==> src/rtl/fifo_rd_pkg.sv <==
// rtl/fifo_rd_pkg.sv - default widths, buffer entry type and saturating increment
package fifo_rd_pkg;

    localparam int DEFAULT_DATA_WIDTH    = 64;
    localparam int DEFAULT_PARITY_WIDTH  = 7;
    localparam int DEFAULT_ERR_CNT_WIDTH = 16;

    typedef struct packed {
        logic                          err;
        logic [DEFAULT_DATA_WIDTH-1:0] data;
    } fifo_rd_entry_t;

    function automatic logic [31:0] sat_inc(input logic [31:0] value, input logic [31:0] max_value);
        return (value >= max_value) ? max_value : value + 32'd1;
    endfunction

endpackage

==> src/rtl/fifo_rd_skid_buf.sv <==
// rtl/fifo_rd_skid_buf.sv - DEPTH-entry circular output buffer with push/pop, occupancy and head
module fifo_rd_skid_buf import fifo_rd_pkg::*; #(
    parameter int WIDTH = $bits(fifo_rd_entry_t),
    parameter int DEPTH = 2,
    localparam int PTR_W = (DEPTH > 1) ? $clog2(DEPTH) : 1,
    localparam int OCC_W = $clog2(DEPTH + 1)
) (
    input  logic             Clock,
    input  logic             Reset_,
    input  logic             push,
    input  logic [WIDTH-1:0] push_data,
    input  logic             pop,
    output logic [OCC_W-1:0] occ,
    output logic [WIDTH-1:0] head
);

    logic [WIDTH-1:0] mem [DEPTH];
    logic [PTR_W-1:0] wr_ptr;
    logic [PTR_W-1:0] rd_ptr;

    // Explicit wrap so non-power-of-two depths stay modulo DEPTH
    function automatic logic [PTR_W-1:0] ptr_next(input logic [PTR_W-1:0] p);
        return (p == PTR_W'(DEPTH - 1)) ? '0 : p + PTR_W'(1);
    endfunction

    always_ff @(posedge Clock or negedge Reset_) begin
        if (!Reset_) begin
            wr_ptr <= '0;
            rd_ptr <= '0;
            occ    <= '0;
            for (int i = 0; i < DEPTH; i++) begin
                mem[i] <= '0;
            end
        end else begin
            if (push) begin
                mem[wr_ptr] <= push_data;
                wr_ptr      <= ptr_next(wr_ptr);
            end
            if (pop) begin
                rd_ptr <= ptr_next(rd_ptr);
            end
            case ({push, pop})
                2'b10:   occ <= occ + OCC_W'(1);
                2'b01:   occ <= occ - OCC_W'(1);
                default: occ <= occ;
            endcase
        end
    end

    assign head = mem[rd_ptr];

endmodule

==> src/rtl/fifo_read_stage.sv <==
// rtl/fifo_read_stage.sv - ECC FIFO drain stage with valid/ready output and error counter
// Optional first-error syndrome log enabled by FIFO_RD_SYN_LOG_EN.
module fifo_read_stage import fifo_rd_pkg::*; #(
    parameter int DATA_WIDTH    = DEFAULT_DATA_WIDTH,
    parameter int PARITY_WIDTH  = DEFAULT_PARITY_WIDTH,
    parameter int BUF_DEPTH     = 2,
    parameter int ERR_CNT_WIDTH = DEFAULT_ERR_CNT_WIDTH
) (
    input  logic                     Clock,
    input  logic                     Reset_,
    input  logic                     Enable,
    input  logic                     fifo_empty_,
    input  logic [DATA_WIDTH-1:0]    fifo_data,
    input  logic                     fifo_err,
    input  logic [PARITY_WIDTH-1:0]  fifo_syndrome,
    output logic                     fifo_rd_en,
    output logic                     m_valid,
    input  logic                     m_ready,
    output logic [DATA_WIDTH-1:0]    m_data,
    output logic                     m_err,
    input  logic                     err_clr,
    output logic [ERR_CNT_WIDTH-1:0] err_count,
    output logic [PARITY_WIDTH-1:0]  first_syn,
    output logic                     first_syn_vld
);

    localparam int OCC_W = $clog2(BUF_DEPTH + 1);
    localparam int LVL_W = OCC_W + 1;
    localparam logic [ERR_CNT_WIDTH-1:0] CNT_MAX = '1;

    logic              inflight;
    logic              pop;
    logic              err_write;
    logic [OCC_W-1:0]  occ;
    logic [LVL_W-1:0]  level;
    logic [DATA_WIDTH:0] head;

    assign pop     = m_valid & m_ready;
    assign m_valid = (occ != '0);
    assign {m_err, m_data} = head;

    // Credit: buffered plus in-flight words, less the one leaving now, must leave a free slot
    assign level      = LVL_W'(occ) + LVL_W'(inflight) - LVL_W'(pop);
    assign fifo_rd_en = Reset_ & Enable & fifo_empty_ & (level < LVL_W'(BUF_DEPTH));
    assign err_write  = inflight & fifo_err;

    always_ff @(posedge Clock or negedge Reset_) begin
        if (!Reset_) begin
            inflight <= 1'b0;
        end else begin
            inflight <= fifo_rd_en;
        end
    end

    fifo_rd_skid_buf #(
        .WIDTH (DATA_WIDTH + 1),
        .DEPTH (BUF_DEPTH)
    ) u_skid_buf (
        .Clock     (Clock),
        .Reset_    (Reset_),
        .push      (inflight),
        .push_data ({fifo_err, fifo_data}),
        .pop       (pop),
        .occ       (occ),
        .head      (head)
    );

    always_ff @(posedge Clock or negedge Reset_) begin
        if (!Reset_) begin
            err_count <= '0;
        end else if (err_write) begin
            err_count <= err_clr ? ERR_CNT_WIDTH'(1)
                                 : ERR_CNT_WIDTH'(sat_inc(32'(err_count), 32'(CNT_MAX)));
        end else if (err_clr) begin
            err_count <= '0;
        end
    end

`ifdef FIFO_RD_SYN_LOG_EN
    always_ff @(posedge Clock or negedge Reset_) begin
        if (!Reset_) begin
            first_syn     <= '0;
            first_syn_vld <= 1'b0;
        end else if (err_write && (err_clr || !first_syn_vld)) begin
            first_syn     <= fifo_syndrome;
            first_syn_vld <= 1'b1;
        end else if (err_clr) begin
            first_syn     <= '0;
            first_syn_vld <= 1'b0;
        end
    end
`else
    logic unused_syndrome;
    assign unused_syndrome = ^fifo_syndrome;
    assign first_syn       = '0;
    assign first_syn_vld   = 1'b0;
`endif

endmodule

==> config.mk <==
export PLATFORM = sky130hd
export DESIGN_NAME = fifo_read_stage
export DESIGN_NICKNAME = d
export VERILOG_FILES = /design/src/rtl/fifo_rd_pkg.sv /design/src/rtl/fifo_rd_skid_buf.sv /design/src/rtl/fifo_read_stage.sv
export SDC_FILE = /design/constraint.sdc
export NUM_CORES = 1
export LEC_CHECK = 0
export CORE_MARGIN = 1
export CORE_UTILIZATION = 45
export CTS_CLUSTER_DIAMETER = 30
export DETAILED_ROUTE_END_ITERATION = 6
export PLACE_DENSITY_LB_ADDON = 0.05
export SLEW_MARGIN = 25
export SYNTH_ARGS = -nofsm -noshare
export SYNTH_HDL_FRONTEND = slang
export SYNTH_HIERARCHICAL = 1
export SYNTH_SLANG_ARGS = --single-unit
==> constraint.sdc <==
create_clock -name Clock -period 5.1 [get_ports Clock]
set_input_delay 0.765 -clock Clock [delete_from_list [all_inputs] [get_ports Clock]]
set_output_delay 0.765 -clock Clock [all_outputs]
set_load 0.02 [all_outputs]
==> results of run 1 <==
==> area by class of cell <==
class	count	area [µm²]	share of cell area, %
clock inverters	13	178	1.96
clock buffers	19	453	5.01
multi-input cells	291	2820	31.2
repair buffers	157	1570	17.3
inverters	4	15.0	0.166
flip-flops and latches	151	3780	41.8
well taps	184	230	2.55
==> worst paths after layout <==
check,startpoint,slack (ps),to,depth (start not counted)
worst max-delay path,u_skid_buf/occ[1]$_DFFE_PN0P_,1130,fifo_rd_en,8
worst min-delay path,Reset_,360,u_skid_buf/mem[119]$_DFFE_PN0P_,1
worst max register to register,inflight$_DFF_PN0_,2580,u_skid_buf/mem[108]$_DFFE_PN0P_,4
worst min register to register,u_skid_buf/mem[87]$_DFFE_PN0P_,480,u_skid_buf/mem[87]$_DFFE_PN0P_,1
max in group asynchronous,Reset_,3640,u_skid_buf/mem[78]$_DFFE_PN0P_,2
min in group Clock,u_skid_buf/mem[87]$_DFFE_PN0P_,480,u_skid_buf/mem[87]$_DFFE_PN0P_,1
==> kinds of logic (layout without fill, tap and decap cells) <==
logic type / after synthesis / in the layout / synth area share (%)
AO/OA/AOI/OAI: 22 / 22 / 2.14
XOR/XNOR: 6 / 6 / 0.770
adder cells (fa/ha/maj): 4 / 4 / 0.843
buffers and inverters: 35 / 193 / 3.85
flip-flops: 151 / 151 / 55.3
multiplexers: 195 / 195 / 32.2
other: 1 / 8 / 0.0549
AND/OR/NAND/NOR: 56 / 56 / 4.84
==> per-stage QoR <==
stage	setup slack [ps]	util (%)	hold WS, ps	instances
global placement	1140	57.4	463	787
floorplan	2040	-	454	477
global route	983	61.7	419	819
detailed placement	1120	57.4	471	787
finish	1130	61.7	359	819
CTS	1080	61.7	391	819
==> placed cells by master, fill, tap and decap left out, types with 2 or more instances in the layout <==
cell type	Yosys	final
mux2_1	50	50
dfrtp_1	151	150
conb_1	1	8
a21oi_1	6	6
ha_1	3	3
a211oi_1	2	2
clkinv_2	0	4
inv_1	3	3
and4_1	5	5
clkdlybuf4s50_1	0	152
a31oi_1	6	6
nor3_1	11	11
nand3_1	8	8
xnor2_1	2	2
o21ai_0	3	3
bufinv_16	0	4
nand4_1	4	4
nor2_1	8	8
clkinvlp_4	0	5
buf_6	11	2
clkbuf_8	0	2
o211a_1	2	2
nor4_1	4	4
and2_1	4	4
clkbuf_16	0	17
nand2_1	5	4
buf_4	10	3
mux2_2	145	145
xor2_1	4	4
==> where the power goes <==
part / switching, mW / total [mW] / leakage, nW / internal, mW
registers: 0.301 / 2.05 / 1.85 / 1.75
clock network: 0.480 / 1.32 / 0.297 / 0.840
logic: 1.14 / 2.63 / 1.68 / 1.49
==> sequential cells by signal, indices dropped and copies added, names as in the netlist <==
name               flops
u_skid_buf/wr_ptr      1
u_skid_buf/mem       130
inflight               1
err_count             16
u_skid_buf/occ         2
u_skid_buf/rd_ptr      1
==> routing by layer <==
layer  vias up  global-route usage [%]  share of wire [%]
li1       1998                       -                  -
met3        19                    6.12                6.3
met5         -                       0                  0
met2       131                    32.7                 51
met1      2207                    23.4                 42
met4         0                    7.32                1.6
==> worst max-delay path, stage by stage, from the launching register on <==
cell,delay (ps)
dfrtp_1,440
or2_2,310
and2_1,200
ha_1,290
nand2b_1,150
fa_1,490
nand4_1,90
nor2_1,190
clkdlybuf4s50_1,630
==> results.yml, run 1 <==
status:
  status: "finished with violations"
  violations: "DRC"
route:
  vias: 4355
  wl_um: 14200
  avgRoutedWirePerCell_um: 17.3
  dr.first_iter.drc_count: 196
  via_per_inst: 5.32
  drc_errors: 20
  drtPass1Iterations: 7
  postRouteAntennaNets: 0
clocking:
  clkSinkCount: 151
  cts-resized-gates: 0
  cts.clk_slew.worst_paths_ps: 60
  clk_latency_ps: 420
  cts_buffers: 17
  hold_buffers: 0
  h-tree-depth: 4
  clock_path_buffers: 2
  cts_setup_buffers: 0
  cts_tree: "built"
  clockRootBuffer: "clkbuf_16"
placement:
  place_hpwl_um: 9320
  post_dp_cell_area_um2: 8410
  globalplace.congestion: 0.769
  port_buffers: 153
logic_synthesis:
  synth_area_um2: 6830
  synthTopCellsByCount: "dfrtp_1 (151), mux2_2 (145), mux2_1 (50)"
  yosysMostFrequentCell: "dfrtp_1"
  synth_cells: 470
  ys_warn_count: 6
  synth_area_leaders: "dfrtp_1 (55%), mux2_2 (24%), mux2_1 (8.2%)"
  synth_top_area_share_pct: 55.3
  ys_types: 37
  avgSynthCellArea_um2: 14.5
  synth_area_leader_cell: "dfrtp_1"
  ys_ff_latch: 151
  ys_seq_area_share_pct: 55.3
  synth-async-reset-ratio_pct: 100
  yosys_most_used_dff: "dfrtp_1"
  synth_edf_count: 0
timing:
  relSlewSlack_pct: 35.9
  min_period_over_period_pct: 77.9
  setup_tns_ps: 0
  period_minus_slack_ps: 3970
  finalSetupViolCount: 0
  hold_viol: 0
  finClkSkew_ps: 4.66
  slew_viol_final: 0
  tightest_slew_ps: 959
  fmax_mhz: 252
  rsz0062_at_grt: "false"
finish:
  fillCellCount: 1101
  area_growth_pct: 32.4
  fin_area_um2: 9040
  drive_gt1_share_pct: 29.8
  fin_nets: 704
  diodes: 0
floorplanning:
  die_x_um: 125
  start_util_pct: 46.6
  die_y_um: 125
  row_count: 44
  dieArea_um2: 15700
  io_pins: 169
  coreArea_um2: 14600
global_route:
  antenna_found_initial: 0
  grt_pass1_wl_um: 23800
  grt_pass1_vias: 4663
  grt_overflow: 0
  grt_start_max_net_pins: 78
  grt_usage_pct: 19.5
power:
  leakage_nw: 3.83
  ir_drop_mv: 0.345
  p_per_area_nw_per_um2: 663
  power_mw: 6.00
worst_hold_path:
  hp-class: "input pin to asynchronous set/reset pin"
worst_setup_path:
  cp_data_arrival_time_ps: 3210
  crit_path_start_kind: "flop"
  cp-end-kind: "output port"
  path_class: "flop to output port"
  critPathMaxFanout: 4
  worstPathRequired_ps: 4340
flow_run:
  cap_violations: 0
Power figures use the tool's default switching activity.
==> inputs of run 2 (changes only) <==
==> constraint.sdc (replaced) <==
create_clock -name Clock -period 3.6 [get_ports Clock]
set_input_delay 0.54 -clock Clock [delete_from_list [all_inputs] [get_ports Clock]]
set_output_delay 0.54 -clock Clock [all_outputs]
set_load 0.02 [all_outputs]
==> results.yml, run 2 (synthesized netlist as in run 1, its figures left out) <==
status:
  status: "finished with violations"
  violations: "DRC"
placement:
  dp.cells: 789
  place_hpwl_um: 9550
  globalplace.congestion: 0.772
  port_buffers: 153
route:
  drc_errors: 18
  dr.first_iter.drc_count: 160
  via_per_inst: 5.29
  drtPass1Iterations: 7
  avgRoutedWirePerCell_um: 17.6
  wl_um: 14500
  postRouteAntennaNets: 0
  vias: 4335
finish:
  fin_nets: 706
  top_register: "u_skid_buf/mem"
  largest_register_ff_count: 130
  drive_gt1_share_pct: 29.7
  stdcell_count: 820
  mostFrequentLayoutCell: "clkdlybuf4s50_1"
  top_regs: "u_skid_buf/mem x130, err_count x16, u_skid_buf/occ x2"
  final_cell_mix: "clkdlybuf4s50_1 (151), dfrtp_1 (150), mux2_2 (145)"
  area_growth_pct: 33.2
  diodes: 0
floorplanning:
  dieArea_um2: 15700
  coreArea_um2: 14600
  start_util_pct: 46.6
  io_pins: 169
  die_y_um: 125
  die_x_um: 125
  row_count: 44
worst_setup_path:
  crit_path_start_kind: "flop"
  r2r_start: "u_skid_buf/occ[1]$_DFFE_PN0P_"
  worstPathRequired_ps: 3060
  max_stage_delay_ps: 480
  crit_path_top_delay_cell: "fa_1"
  cp-startpoint: "u_skid_buf/occ[1]$_DFFE_PN0P_"
  cp_data_arrival_time_ps: 2900
  critPathMaxFanout: 4
  path_class: "flop to output port"
  cp-end-kind: "output port"
  path_cells: "or2_2 -> and2_1 -> ha_1 -> nand2b_1 -> fa_1 -> nand4_1 -> nor2_1 -> clkdlybuf4s15_1"
clocking:
  cts_setup_buffers: 0
  clockRootBuffer: "clkbuf_16"
  hold_buffers: 0
  cts_tree: "built"
  clock_path_buffers: 2
  h-tree-depth: 4
  clkSinkCount: 151
  cts.clk_slew.worst_paths_ps: 60
  clk_latency_ps: 420
  cts_buffers: 17
power:
  ir_drop_mv: 0.484
  p_per_area_nw_per_um2: 942
  leakage_nw: 3.86
timing:
  hold_viol: 0
  finalSetupViolCount: 0
  setup_tns_ps: 0
  relSlewSlack_pct: 39.2
  min_period_over_period_pct: 95.5
  rsz0062_at_grt: "false"
  slew_viol_final: 0
  tightest_slew_ps: 913
  period_minus_slack_ps: 3440
  fmax_mhz: 291
  finClkSkew_ps: 4.33
global_route:
  grt_pass1_wl_um: 23900
  antenna_found_initial: 0
  grt_pass1_vias: 4641
  grt_overflow: 0
  grt_start_max_net_pins: 80
  grt_usage_pct: 19.8
worst_hold_path:
  hp-class: "input pin to asynchronous set/reset pin"
flow_run:
  cap_violations: 0
## run 2: cell types whose count changed in the layout (fill, tap and decap cells not counted), sizes merged
| cell | delta |
|---|---|
| buf | +2 |
| clkbuf | +4 |
| clkdlybuf4s15 | +1 |
| clkdlybuf4s50 | -1 |
| clkinv | -1 |
| clkinvlp | -4 |
## run 2: layout make-up
| type | instances | area (µm²) |
|---|---|---|
| clock buffer | 23 | 498 |
| clock inverter | 8 | 143 |
| fill | 1152 | 5550 |
| inverter | 4 | 15.0 |
| multi-input combinational | 291 | 2820 |
| sequential | 151 | 3780 |
| tap | 184 | 230 |
| timing repair buffer | 159 | 1610 |
## run 2: through the flow
step	hold slack (ps)	setup WS (ps)	total power, mW	utilization, %	cell area [µm²]
after global routing	348	18.3	9.05	62.1	9090
after detailed placement	472	97.5	6.73	57.7	8450
after global placement	463	107	6.58	57.7	8450
after CTS	403	98.8	8.68	62.1	9090
after floorplan	244	770	5.13	-	6850
final	277	162	8.57	62.1	9090
## run 2: critical path, delay by kind of cell, from the launching register on
kind	cells	cell delay (ps)
adders and majority gates	2	770
buffers and inverters	1	340
DFF	1	440
and+or+nand+nor	5	930
## run 2: path summary, 6_finish.rpt
check                                                       to  slack (ps)  depth (start not counted)
worst max-delay path                                fifo_rd_en         160                          8
worst min-delay path            u_skid_buf/mem[58]$_DFFE_PN0P_         280                          2
worst max register to register              inflight$_DFF_PN0_        1380                          7
worst min register to register  u_skid_buf/mem[66]$_DFFE_PN0P_         480                          1
max in group asynchronous        u_skid_buf/rd_ptr$_DFFE_PN0P_        2580                          2
min in group Clock                          inflight$_DFF_PN0_         420                          3
## run 2: timing repair
| action | CTS | global route |
|---|---|---|
| resized for setup | 1 | 1 |
| gates cloned | 0 | 0 |
| setup endpoints to repair | 1 | 1 |
## run 2: report_power, final
| group | switching, mW | total, mW | internal [mW] |
|---|---|---|---|
| Combinational | 1.69 | 3.81 | 2.13 |
| Clock | 0.656 | 1.90 | 1.25 |
| Sequential | 0.375 | 2.85 | 2.48 |
| Total | 2.72 | 8.57 | 5.85 |
## run 2: layer usage
layer | share of wire, % | up-vias | routed length (µm) | track usage [%]
li1 | - | 1990 | - | -
met1 | 43 | 2209 | 6180 | 24.8
met2 | 49 | 118 | 7100 | 32.0
met3 | 6.3 | 18 | 909 | 5.99
met4 | 1.9 | 0 | 270 | 7.75
met5 | 0 | - | 0 | 0
